==> src/rtl/bcd2bin_seq.sv <==
// Sequential 2-digit BCD to 8-bit binary converter (reverse double-dabble, one bit per cycle).
// Optional invalid-digit check enabled by defining BCD2BIN_DIGIT_CHECK_EN.
module bcd2bin_seq (
  input  logic       CLK,
  input  logic       RST,
  input  logic       Start,
  input  logic [3:0] Most,
  input  logic [3:0] Least,
  output logic [7:0] Bin,
  output logic       Busy,
  output logic       Done,
  output logic       Err,
  output logic [1:0] dbg_state
);

  localparam logic [1:0] S_IDLE  = 2'd0;
  localparam logic [1:0] S_SHIFT = 2'd1;
  localparam logic [1:0] S_DONE  = 2'd2;

  logic [1:0] state;
  logic [7:0] bcd;
  logic [7:0] acc;
  logic [2:0] cnt;
  logic [7:0] bin_q;
  logic [7:0] bcd_shifted;
  logic [7:0] bcd_step;
  logic [7:0] acc_step;

`ifdef BCD2BIN_DIGIT_CHECK_EN
  logic err_q;
  logic err_pend;
  logic bad_digit;

  assign bad_digit = (Most > 4'd9) || (Least > 4'd9);
`endif

  // One reverse double-dabble step: shift right into the accumulator, then
  // pull each BCD nibble that reached 8 or more back down by 3.
  always_comb begin
    bcd_shifted = {1'b0, bcd[7:1]};
    acc_step    = {bcd[0], acc[7:1]};
    bcd_step    = bcd_shifted;
    if (bcd_shifted[7:4] >= 4'd8) bcd_step[7:4] = bcd_shifted[7:4] - 4'd3;
    if (bcd_shifted[3:0] >= 4'd8) bcd_step[3:0] = bcd_shifted[3:0] - 4'd3;
  end

  always_ff @(posedge CLK) begin
    if (!RST) begin
      state    <= S_IDLE;
      bcd      <= 8'h00;
      acc      <= 8'h00;
      cnt      <= 3'd0;
      bin_q    <= 8'h00;
`ifdef BCD2BIN_DIGIT_CHECK_EN
      err_q    <= 1'b0;
      err_pend <= 1'b0;
`endif
    end else begin
      case (state)
        S_IDLE: begin
          if (Start) begin
            bcd   <= {Most, Least};
            acc   <= 8'h00;
            cnt   <= 3'd0;
            state <= S_SHIFT;
`ifdef BCD2BIN_DIGIT_CHECK_EN
            err_pend <= bad_digit;
`endif
          end
        end
        S_SHIFT: begin
`ifdef BCD2BIN_DIGIT_CHECK_EN
          if (err_pend) begin
            // Invalid digits skip the shift sequence entirely.
            bin_q    <= 8'h00;
            err_q    <= 1'b1;
            err_pend <= 1'b0;
            state    <= S_DONE;
          end else begin
`endif
            bcd <= bcd_step;
            acc <= acc_step;
            cnt <= cnt + 3'd1;
            // Result is captured on the final step so it is valid throughout DONE.
            if (cnt == 3'd7) begin
              bin_q <= acc_step;
              state <= S_DONE;
`ifdef BCD2BIN_DIGIT_CHECK_EN
              err_q <= 1'b0;
`endif
            end
`ifdef BCD2BIN_DIGIT_CHECK_EN
          end
`endif
        end
        S_DONE:  state <= S_IDLE;
        default: state <= S_IDLE;
      endcase
    end
  end

  assign Bin       = bin_q;
  assign Busy      = (state == S_SHIFT);
  assign Done      = (state == S_DONE);
  assign dbg_state = state;

`ifdef BCD2BIN_DIGIT_CHECK_EN
  assign Err = err_q;
`else
  assign Err = 1'b0;
`endif

endmodule

==> config.mk <==
export PLATFORM = sky130hd
export DESIGN_NAME = bcd2bin_seq
export DESIGN_NICKNAME = d
export VERILOG_FILES = /design/src/rtl/bcd2bin_seq.sv
export SDC_FILE = /design/constraint.sdc
export NUM_CORES = 1
export LEC_CHECK = 0
export CAP_MARGIN = 20
export CORE_MARGIN = 3
export CORE_UTILIZATION = 54
export DETAILED_ROUTE_END_ITERATION = 8
export GPL_TIMING_DRIVEN = 0
export PLACE_DENSITY = 0.82
export SYNTH_ARGS = -nofsm -noshare
export SYNTH_HDL_FRONTEND = slang
export SYNTH_SLANG_ARGS = --single-unit
==> constraint.sdc <==
create_clock -name CLK -period 2.4 [get_ports CLK]
set_input_delay 0.24 -clock CLK [delete_from_list [all_inputs] [get_ports CLK]]
set_output_delay 0.24 -clock CLK [all_outputs]
set_load 0.03 [all_outputs]
# Yosys cells after proc, flatten, opt, wreduce, memory -nomap -nowiden
# Cells that the tools add are included.
[word_totals]
mem_bits_ro = 0
word_cells = 28
inputBits = 11
mem_count = 0
latchBits = 0
ram_bits = 0
out_inout_bits = 13
regBits = 29
[op_classes]
shift = 0
reduce_logical = 5
n_addsub = 2
multipliers = 0
n_mux = 10
n_div = 0
n_eq_ne = 5
bitwise_logic = 0
order_cmp = 1
[ops]
columns = ["cell", "n"]
rows = [
  ["$pmux W8 S2", 2],
  ["$mux W8", 2],
  ["$pmux W3 S2", 1],
  ["$reduce_and A2 Y1", 3],
  ["$ge A4 B4 Y1 const B", 1],
  ["$mux W2", 2],
  ["$mux W4", 1],
  ["$pmux W2 S2", 1],
  ["$sub A4 B2 Y4 const B", 1],
  ["$add A3 B1 Y3 const B", 1],
  ["$eq A3 B3 Y1 const B", 1],
  ["$mux W3", 1],
  ["$eq A2 B1 Y1 const B", 1],
  ["$eq A2 B2 Y1 const B", 1],
  ["$logic_not A2 Y1", 1],
  ["$ne A2 B1 Y1 const B", 1],
  ["$ne A2 B2 Y1 const B", 1],
  ["$reduce_bool A2 Y1", 1],
]

# Depth between registers and ports, before layout
# Gate-level depths: netlist (run 1).
[logic_depth]
depth_word = 3
depth_mapped = 7

# Worst setup path before layout (run 1)
# Ideal clock, no wire load.
[synth_path]
kind = "flip-flop to output port"
startpoint = "register state[1], in the netlist dbg_state[1]"
endpoint = "output Done"
stages_incl_launch_ff = 4
path_buffers = 1
arrival_time_ps = 1203
path_slack_ps = 957
path_cell_list = "dfxtp_1 -> buf_6 -> inv_1 -> nor2_1"
[synth_via]
elab_chain_cells = 1
[synth_rtl]
columns = ["element", "line", "text"]
rows = [
  ["from (decl)", "20", "logic [1:0] state;"],
  ["from (signal assigned)", "49", "state <= S_IDLE;"],
  ["from (signal assigned)", "65", "state <= S_SHIFT;"],
  ["from (signal assigned)", "87", "state <= S_DONE;"],
  ["$eq A2 B2 Y1", "104", "assign Done = (state == S_DONE);"],
  ["to (decl)", "11", "output logic Done,"],
]
# No other way between the ends.

# Worst setup path after layout (run 1)
[layout_path]
startpoint = "register state[1], in the netlist dbg_state[1]"
endpoint = "output Busy"
[layout_via]
elab_chain_cells = 1
[layout_rtl]
columns = ["element", "line", "text"]
rows = [
  ["$eq A2 B1 Y1", "103", "assign Busy = (state == S_SHIFT);"],
  ["to (decl)", "10", "output logic Busy,"],
]
# No other way between the ends.

==> impl_metrics.toml, run 1 <==
[detailed_routing]
route.vias.total = 1110
postRouteAntennaNets = 0
route.detailed.vias_per_inst = 5.63
drc = 0
wire_per_inst_um = 14.5
drt_iter0_drc = 37
drt-total-wl_um = 2870
drt_pre_antenna_iters = 4

[pwr]
pwr_density_cell_nw_per_um2 = 591
p_leak_uw = 0.000610
peak_vdd_ir_mv = 0.518

[finish]
design_area_um2 = 1580
layout-area-overhead-vs-synth_pct = 23.2
final.fill_count = 191
final_net_count = 185
antennaDiodeCount = 0
final_layout_size_suffix_gt1_share_pct = 10.1

[sta]
timing_hold_violations_final = 0
fmax_ghz = 0.459
fin_worst_skew_ps = 11.8
setup-tns-final_ps = 0
report.final.slew_viol_count = 0
setup_slack_of_the_critical_path_after_layout_ps = 220
timing.final.crit_period_ps = 2180
rsz0062_at_grt = "false"
timing.final.setup_violations = 0
timing.final.crit_share_pct = 90.8

[yosys]
synthTopCellsByCount = "dfxtp_1 (28), nand2_1 (18), a22oi_1 (10), nand3_1 (10), nor2b_1 (10)"
netlist_area_um2 = 1280
post_synth_inst_count = 144
synthDominantAreaCellType = "dfxtp_1"
synth-warning-count = 0
post_synth_edffs = 0
postSynth.asyncResetShare_pct = 0
yosysTopAreaCellShare_pct = 43.7
yosysMostFrequentCell = "dfxtp_1"
post_synth_num_cell_types = 36
postSynthNetCount = 159
synth.area.top_cells = "dfxtp_1 (44%), a22oi_1 (5.9%), a21boi_1 (5.3%)"
synth_flop_cell = "dfxtp_1"
fraction_of_the_yosys_area_taken_by_sequential_cells_pct = 43.7
syn-mean-instance-area_um2 = 8.90
synth-seq-cells = 28

[global_route]
global_route.usage.total_pct = 21.6
grt_max_degree = 17
grt-ovfl-total = 0
grt_first_pass_wirelength_um = 4690
grt_antenna_before_repair = 0
first_global_vias = 1075

[run]
max-cap-violations = 0

[outcome]
outcome = "finished, final reports clean"

[floorplanning]
floorplan.rows = 17
chipHeight_um = 54.7
die_width_um = 54.7
start_util_pct = 57.4
total_die_area_um2 = 2990
io_pins = 24
core_area_um2 = 2230

[worst_setup_path]
reg2reg_slack_ps = 1000
critical_path.max_fanout = 10
crit_path_start_kind = "register"
critPathCaptureType = "output pin"
critical_path_class = "reg2out"
critical_path_arrival_ps = 1940
count_of_cells_along_the_worst_register_to_register_path = 5
worst_ep_required_time_ps = 2160

[worst_hold_path]
type_of_the_most_critical_hold_path = "in2reg"
holdPathStages = 2

[clocking]
worstSkewPairLatency_ps = 340
clkSlewWorstSetupHoldPaths_ps = 160
postCtsResizedCells = 0
tritoncts = "yes"
ctsLongestPathBuffers = 2
cts_post_setup_buffers_inserted = 0
cts_buffers = 3
tritoncts_num_sinks = 28
cts_hold_repair.buffers = 0
htreeDepth = 1
cts_root_buf = "clkbuf_4"

[place]
place.gp.congestion = 0.808
portBuffers = 21
dp_hpwl_um = 2040
dpl_worst_slack_ps = 612
placedInstanceArea_um2 = 1530
## cell type report
| type | count | area [µm²] | area share (%) |
|---|---|---|---|
| tap | 28 | 35.0 | 2.22 |
| buffer | 11 | 77.6 | 4.91 |
| clock buffer | 3 | 22.5 | 1.43 |
| sequential | 28 | 561 | 35.5 |
| multi-input combinational | 100 | 624 | 39.5 |
| inverter | 5 | 18.8 | 1.19 |
| timing repair buffer | 21 | 210 | 13.3 |
| clock inverter | 1 | 30.0 | 1.90 |
## per-stage QoR
stage | hold WS [ps] | util [%] | cells | power (µW)
after CTS | 276 | 70.7 | 197 | 932
after detailed placement | 449 | 68.3 | 193 | 625
after global placement | 444 | 68.3 | 193 | 620
after global routing | 298 | 70.7 | 197 | 963
final | 287 | 70.7 | 197 | 933
after floorplan | 430 | - | 144 | 584
## per-layer routing
layer / part of all wire, % / global-route usage, %
met4: 1.2 / 8.71
met3: 2.5 / 3.27
met1: 45 / 26.2
met5: 0 / 0
met2: 51 / 37.6
## flip-flops by register name, indices dropped and copies added (netlist names)
name and cells:
Bin 8, dbg_state 2, cnt 3, bcd 8, acc 7
## logic make-up (layout without fill, tap and decap cells)
family,count (synthesis),after routing,share of synthesized area [%]
AOI/OAI and AO/OA,39,39,22.1
muxes,1,1,0.781
other,1,1,0.293
buffers and inverters,16,41,7.52
xor gates and xnor gates,2,2,1.37
and+or+nand+nor,53,53,20.3
DFF,28,28,43.8
adders and majority gates,4,4,3.91
## critical path, cell delays in order (launching register included)
cell and delay (ps):
dfxtp_1 350, buf_6 140, nor2b_4 100, buf_6 130
buf_4 180, clkdlybuf4s50_1 690
## power breakdown
part           switching [µW]  internal (µW)  leakage (µW)
combinational            61.3           59.2      0.000354
sequential               16.1            481      0.000228
clock                     146            169     0.0000279
## path summary, 6_finish.rpt
kind                                                 from                   endpoint
worst min register to register        Bin[6]$_SDFFE_PN0P_        Bin[6]$_SDFFE_PN0P_
worst max-delay path            dbg_state[1]$_SDFFE_PN0P_                       Busy
worst min-delay path                                  RST        Bin[6]$_SDFFE_PN0P_
worst max register to register        cnt[0]$_SDFFE_PN0P_  dbg_state[0]$_SDFFE_PN0P_
## placed cells by master (no fill, tap or decap), drive strengths merged, types with 2 or more instances in the layout
cell type      instances
and3                   2
a22oi                 10
inv                    5
a21boi                 9
o21ai                  6
ha                     4
o211a                  2
dfxtp                 28
clkbuf                 6
nor2                   9
nand2                 18
nand3                 10
a21oi                  4
buf                    8
nor2b                 11
clkdlybuf4s50         21
(Power assumes the default switching activity.)
==> run 2, diff against run 1 <==
- CORE_UTILIZATION: 54 -> 50
- PLACE_DENSITY: 0.82 -> 0.77
- clock period: 2.4 -> 2.35 ns (I/O delays scaled with it)
==> run 2 against run 1 <==
Register-to-register slack worse by 70 ps. Global-route usage is 4.2 points lower. Flip-flop and latch count stayed put. Clock skew is 2.1 ps lower. Total power is 12% lower. Non-clock buffer count stayed put.
==> impl_metrics.toml, run 2 (synthesis gave the netlist of run 1 again) <==
[worst_setup_path]
worst_path_max_delay_cell = "clkdlybuf4s50_1"
path_cells = "buf_6 > nor2b_4 > buf_6 > buf_4 > clkdlybuf4s50_1"
worst_ep_required_time_ps = 2120
critical_path_arrival_ps = 1910
critical_path.max_fanout = 10
regToRegStartpoint = "cnt[0]$_SDFFE_PN0P_"
most_frequent_cell_on_the_critical_path = "buf_6"
worstSetupStartpoint = "dbg_state[1]$_SDFFE_PN0P_"
cp_top_family = "buffers and inverters"
critPathCaptureType = "output pin"
path_buf_inv = 4
crit_path_start_kind = "register"
crit_path_largest_cell_delay_ps = 680
critical_path_class = "reg2out"

[clocking]
ctsLongestPathBuffers = 2
tritoncts = "yes"
cts_hold_repair.buffers = 0
htreeDepth = 1
clkSlewWorstSetupHoldPaths_ps = 150
worstSkewPairLatency_ps = 330
cts_buffers = 3
postCtsResizedCells = 0
tritoncts_num_sinks = 28
cts_root_buf = "clkbuf_4"
cts_post_setup_buffers_inserted = 0

[sta]
timing.final.crit_share_pct = 91.1
report.final.slew_viol_count = 0
timing_hold_violations_final = 0
fmax_ghz = 0.467
timing.final.crit_period_ps = 2140
rsz0062_at_grt = "false"
setup-tns-final_ps = 0
final.hold.worst_slack_ps = 292
fin_worst_skew_ps = 9.73
timing.final.setup_violations = 0

[finish]
final_layout_size_suffix_gt1_share_pct = 9.52
antennaDiodeCount = 0
most-common-layout-cells = "dfxtp_1 (28), clkdlybuf4s50_1 (21), nand2_1 (18)"
most_common_cell_after_layout_fill_and_taps_aside = "dfxtp_1"
layout-area-overhead-vs-synth_pct = 20.9
final_net_count = 185

[global_route]
first_global_vias = 1038
grt_max_degree = 15
global_route.usage.total_pct = 17.4
grt_antenna_before_repair = 0
grt-ovfl-total = 0
grt_first_pass_wirelength_um = 4570

[floorplanning]
start_util_pct = 55.3
core_area_um2 = 2320
floorplan.rows = 17
chipHeight_um = 56.6
die_width_um = 56.6
io_pins = 24
total_die_area_um2 = 3210

[pwr]
peak_vdd_ir_mv = 0.479
fin_total_pwr_uw = 822
p_leak_uw = 0.000596
pwr_density_cell_nw_per_um2 = 531

[detailed_routing]
drt_iter0_drc = 30
highest_layer = "met4"
route.vias.total = 1051
route.detailed.vias_per_inst = 5.36
drt-total-wl_um = 2560
drt_pre_antenna_iters = 4
wire_per_inst_um = 13.1
route.met2.wl_um = 1200
detailed_routing_wirelength_on_met1_um = 1240
drc = 0
wl_met3_um = 101
postRouteAntennaNets = 0

[place]
dp_hpwl_um = 1920
portBuffers = 21
place.gp.congestion = 0.790

[worst_hold_path]
type_of_the_most_critical_hold_path = "in2reg"
worst_hold_path_startpoint = "RST"

[outcome]
outcome = "finished, final reports clean"

[run]
max-cap-violations = 0
## run 2: cell count changes in the layout (fill, tap and decap cells not counted), sizes merged
cell / before / now
bufinv: 1 / 0
## run 2: tightest hold or removal path, stage by stage
cell      delay [ps]
clkbuf_1         180
o221ai_1         120
a21oi_1           50
## run 2: power breakdown
part           internal (µW)  switching, µW  total (µW)
Clock                   60.2            135         195
Combinational           60.5           60.0         120
Sequential               491           15.3         506
Total                    611            210         822
## run 2: path summary, 6_finish.rpt
kind	to	slack, ps	depth (start not counted)
max	Busy	210	5
min	bcd[4]$_SDFFE_PN0P_	290	3
max reg2reg	dbg_state[0]$_SDFFE_PN0P_	930	5
min reg2reg	Bin[3]$_SDFFE_PN0P_	460	2
## run 2: per-layer routing
layer	vias to the layer above	global-route usage, %
li1	548	-
met1	478	23.4
met2	23	28.5
met3	2	4.14
met4	0	3.05
met5	-	0
## run 2: final cells by class
cell class              count  area, µm²
plain buffers              11       77.6
clock buffers               3       22.5
fillers                   202        769
inverters                   5       18.8
multi-input cells         100        624
flip-flops and latches     28        561
well taps                  28       35.0
repair buffers             21        210
## run 2: stage by stage
step | util [%] | area, µm² | setup WS [ps] | instances
5_1_grt | 66.8 | 1550 | 123 | 196
6_report | 66.8 | 1550 | 209 | 196
2_1_floorplan | - | 1280 | 912 | 144
4_1_cts | 66.8 | 1550 | 203 | 196
3_5_place_dp | 65.8 | 1530 | 588 | 193
3_3_place_gp | 65.8 | 1530 | 588 | 193
